--- src/rtl/ula_seq.sv ---
// ula_seq: command sequencer around an external combinational ALU.
// It holds a small register file. It accepts load-immediate and ALU commands through a
// valid/ready handshake, drives the operands to the ALU for one cycle, writes the result
// back, and then pulses done_out.
//
// Ports:
//   clk, rst              clock; synchronous active-high reset
//   cmd_valid_in/ready_out  command handshake (ready only in idle, never during reset)
//   cmd_load_in           1 = load cmd_imm_in into rd, 0 = ALU op
//   cmd_op_in             ALU opcode
//   cmd_rd/rs1/rs2_in     destination and source register indices
//   cmd_imm_in            immediate for loads
//   ula_a/b/op_out        operands and opcode to the external ALU (zero outside OPER)
//   ula_result_in         combinational ALU result
//   done_out              one-cycle completion pulse
//   zero_out              last ALU writeback was zero
//   dbg_sel_in/dbg_data_out  combinational register-file read port
module ula_seq #(
  parameter int unsigned BITS   = 8,
  parameter int unsigned ULA_OP = 3,
  parameter int unsigned REGS   = 4,
  localparam int unsigned IdxW  = (REGS > 1) ? $clog2(REGS) : 1
) (
  input  logic              clk,
  input  logic              rst,
  input  logic              cmd_valid_in,
  output logic              cmd_ready_out,
  input  logic              cmd_load_in,
  input  logic [ULA_OP-1:0] cmd_op_in,
  input  logic [IdxW-1:0]   cmd_rd_in,
  input  logic [IdxW-1:0]   cmd_rs1_in,
  input  logic [IdxW-1:0]   cmd_rs2_in,
  input  logic [BITS-1:0]   cmd_imm_in,
  output logic [BITS-1:0]   ula_a_out,
  output logic [BITS-1:0]   ula_b_out,
  output logic [ULA_OP-1:0] ula_op_out,
  input  logic [BITS-1:0]   ula_result_in,
  output logic              done_out,
  output logic              zero_out,
  input  logic [IdxW-1:0]   dbg_sel_in,
  output logic [BITS-1:0]   dbg_data_out
);

  typedef enum logic [1:0] {StIdle, StOper, StDone} state_e;

  state_e              state_q, state_d;
  logic [BITS-1:0]     regs_q [REGS];
  logic [BITS-1:0]     regs_d [REGS];
  logic [BITS-1:0]     a_q, a_d;
  logic [BITS-1:0]     b_q, b_d;
  logic [ULA_OP-1:0]   op_q, op_d;
  logic [IdxW-1:0]     rd_q, rd_d;
  logic                zero_q, zero_d;
  logic                accept;

  // Ready is masked by rst so nothing is accepted on a reset edge.
  assign cmd_ready_out = (state_q == StIdle) && !rst;
  assign accept        = cmd_valid_in && cmd_ready_out;

  always_comb begin
    state_d = state_q;
    regs_d  = regs_q;
    a_d     = a_q;
    b_d     = b_q;
    op_d    = op_q;
    rd_d    = rd_q;
    zero_d  = zero_q;
    unique case (state_q)
      StIdle: begin
        if (accept) begin
          if (cmd_load_in) begin
            // Loads write on the accept edge and leave zero_q alone.
            regs_d[cmd_rd_in] = cmd_imm_in;
            state_d           = StDone;
          end else begin
            // Operands sampled now, so rd may alias rs1/rs2 and see old values.
            a_d     = regs_q[cmd_rs1_in];
            b_d     = regs_q[cmd_rs2_in];
            op_d    = cmd_op_in;
            rd_d    = cmd_rd_in;
            state_d = StOper;
          end
        end
      end
      StOper: begin
        regs_d[rd_q] = ula_result_in;
        zero_d       = (ula_result_in == '0);
        state_d      = StDone;
      end
      StDone:  state_d = StIdle;
      default: state_d = StIdle;
    endcase
  end

  always_ff @(posedge clk) begin
    if (rst) begin
      state_q <= StIdle;
      regs_q  <= '{default: '0};
      a_q     <= '0;
      b_q     <= '0;
      op_q    <= '0;
      rd_q    <= '0;
      zero_q  <= 1'b0;
    end else begin
      state_q <= state_d;
      regs_q  <= regs_d;
      a_q     <= a_d;
      b_q     <= b_d;
      op_q    <= op_d;
      rd_q    <= rd_d;
      zero_q  <= zero_d;
    end
  end

  assign ula_a_out    = (state_q == StOper) ? a_q  : '0;
  assign ula_b_out    = (state_q == StOper) ? b_q  : '0;
  assign ula_op_out   = (state_q == StOper) ? op_q : '0;
  // A reset arriving in DONE suppresses the pulse.
  assign done_out     = (state_q == StDone) && !rst;
  assign zero_out     = zero_q;
  assign dbg_data_out = regs_q[dbg_sel_in];

endmodule

--- config.mk ---
export PLATFORM = sky130hd
export DESIGN_NAME = ula_seq
export DESIGN_NICKNAME = d
export VERILOG_FILES = /design/src/rtl/ula_seq.sv
export SDC_FILE = /design/constraint.sdc
export NUM_CORES = 1
export LEC_CHECK = 0
export ABC_AREA = 1
export CAP_MARGIN = 20
export CORE_MARGIN = 4
export CORE_UTILIZATION = 60
export CTS_BUF_LIST = sky130_fd_sc_hd__clkbuf_4
export CTS_CLUSTER_SIZE = 10
export DETAILED_ROUTE_END_ITERATION = 8
export PLACE_DENSITY = 0.89
export SLEW_MARGIN = 10
export SYNTH_ARGS = -nofsm -noshare
export SYNTH_HDL_FRONTEND = slang
export SYNTH_SLANG_ARGS = --single-unit
--- constraint.sdc ---
create_clock -name clk -period 4.17 [get_ports clk]
set_input_delay 0.834 -clock clk [delete_from_list [all_inputs] [get_ports clk]]
set_output_delay 0.834 -clock clk [all_outputs]
set_load 0.1 [all_outputs]
==> results.md <==
* Worst skew pair latency at about 0.39 ns
* CP Class: input pin to primary output
* Max-slew violations at 0
* Worst Path Max Fanout at 24
* Clock sink count at 56
* Die Ht at around 86 microns
* Routed length per instance at between 10 and 15 microns
* RSZ-0062 raised after global routing: false
* Initial Utilization at just over 60%
* DR vias at between 4000 and 5000
* Power Density at 287.7 nW/um^2
* Drt drc at 0
* Final setup vio count at 0
* Post-layout net count at 703
* Vias in the first global route at between 3000 and 4000
* Slack of the critical path at around 0.9 ns
* Rel. slew slack at between 30% and 40%
* TritonCTS Buffers at 5
* Drt total wl at slightly below 10000 microns
* Final hold slack at roughly 0.50 ns
* Area growth syn-to-layout at 17.43%
* Setup Skew at about 0.020 ns
* Fin crit share at slightly below 80%
* Clock slew at reported path FFs at between 0.15 and 0.2 ns
* Syn nets at 669
* Reg2reg start: state_q[0]
* Antenna diodes at 0
* IO buf count at 60
* Most common cell after layout, fill and taps aside: nor2_1
* Post-CTS setup buffer count at 0
* GP Congestion at 0.8910
* Min Tclk post-route at around 3.3 ns
* Fillers at between 500 and 600
* Dpl ws at 0.6785 ns
* Share of cells above drive strength 1 at slightly below 8%
* Initial antenna violation count at 0
* Critical path data arrival time at 2.43 ns
* Top-level port count at 61
* First-pass GRT wire length at between 15000 and 20000 microns
* FP Rows at 28
* Synthesis Warnings at 0
* Outcome: finished, final reports clean
* Mapped cell area at 3617 sq um
* Sequential cell area fraction in the yosys report at 30.99%
* Gr usage total at roughly 27%
* Antenna-violating nets left at 0
* Initial DRC count at between 200 and 300
* Commonest non-fill, non-tap cells in the layout: 229 x nor2_1, 130 x nand2_1, 56 x dfxtp_1
* Max Root-Sink Buffers at 2
* P_leak at ~0.0018 uW
* CTS tree: done
* Slew @ Worst Pin at between 1 and 1.5 ns
* Die X at ~86 microns
* Syn Inst Count at between 600 and 700
* Setup crit end kind: primary output
* FF+latch count, synth at 56
* CP Launch Point: dbg_sel_in[0]
* Synth unique cells at 21
* MaxCap Viol Count at 0
* Worst hold-check path type: register to register
* Clock root buffer master: clkbuf_4
* Drt pass-1 iters at 5
* Hold path startpoint: regs_q[21]
* Worst Path Required at between 3 and 4 ns
* DIE AREA at around 7300 sq um
* Hold_buf cts at 0
* H-tree lvl count at 2
* DP HPWL at between 7000 and 8000 microns
* GR Overflow Total at 0
* Core Region at between 5000 and 6000 sq um
* Fmax at about 0.31 GHz
* Final hold viol count at 0
* Average cell area after synthesis at roughly 5.7 sq um
* Setup_tns at 0 ns
* Largest net degree at the start of global routing at 55
* Maximum VDD drop at 209.0 uV
* DR vias/cell at about 5.4
* Post-cts resize count at 0
* Critical Path Start Type: input pin
==> area by class of cell <==
cell class	instances	area, sq um	share of cell area [%]
clock buffer	5	37.54	0.8837
sequential	56	1121	26.39
clock inverter	3	42.54	1.001
inverter	46	172.7	4.065
multi-input combinational	501	2137	50.31
tap	75	93.84	2.209
timing repair buffer	62	643.1	15.14
==> cell usage after synthesis <==
cell type  instances  area, sq um
a21oi_1           41        205.2
buf_2             10        50.05
buf_4              2        15.01
buf_6              5        56.30
clkbuf_1          18        67.56
clkinv_1           1        3.750
dfxtp_1           56         1121
inv_1             41        153.9
inv_2              4        15.01
nand2_1          130        488.0
nand2_2            3        18.77
nand2_4            1        11.26
nand3_1           25        125.1
nand4_1            1        6.260
nor2_1           230        863.3
nor2_2             1        6.260
nor2_4             4        45.04
nor3_1             2        10.01
o211ai_1          16        120.1
o21ai_0           46        230.2
o21ai_1            1        5.000
==> critical path: stages <==
cell             delay, ns
clkdlybuf4s50_1       0.48
inv_1                 0.27
o21ai_0               0.25
a21oi_1               0.06
a21oi_1               0.32
buf_12                0.22
==> sequential cells by signal, summed over array words and instances, names as in the netlist <==
| register | count |
|---|---|
| regs_q | 32 |
| a_q | 8 |
| b_q | 8 |
| op_q | 3 |
| rd_q | 2 |
| state_q | 2 |
| zero_out | 1 |
==> metal layers <==
metal	routed length (microns)	track usage, %
met1	4165	34.23
met2	4484	45.76
met3	751	4.515
met4	313	12.09
met5	0	0
==> cell families after synthesis <==
| family | synth area share (%) |
|---|---|
| simple gates | 43.51 |
| compound gates | 15.50 |
| buf+inv | 9.996 |
| flops | 30.99 |
==> through the flow <==
stage / power (uW) / instances / util, % / instance area [sq um]
after global placement: 920.1 / 740 / 70.77 / 4165
after global routing: 1286 / 748 / 72.17 / 4248
after floorplan: 827.9 / 638 / - / 3617
after detailed placement: 928.5 / 740 / 70.77 / 4165
after CTS: 1226 / 748 / 72.13 / 4245
final: 1222 / 748 / 72.17 / 4248
==> report_power, final <==
part,switching [uW],internal (uW),total [uW]
Sequential,22.6,563,585
Clock,176,126,301
Combinational,222,113,336
==> path summary, 6_finish.rpt <==
path                      to  cells past startpoint  slack, ns
min reg2reg       regs_q[21]                      2       0.50
max reg2reg           a_q[1]                      6       1.79
max          dbg_data_out[2]                      6       0.90
min               regs_q[21]                      2       0.50
No activity file was read; power rests on OpenSTA's default activity.
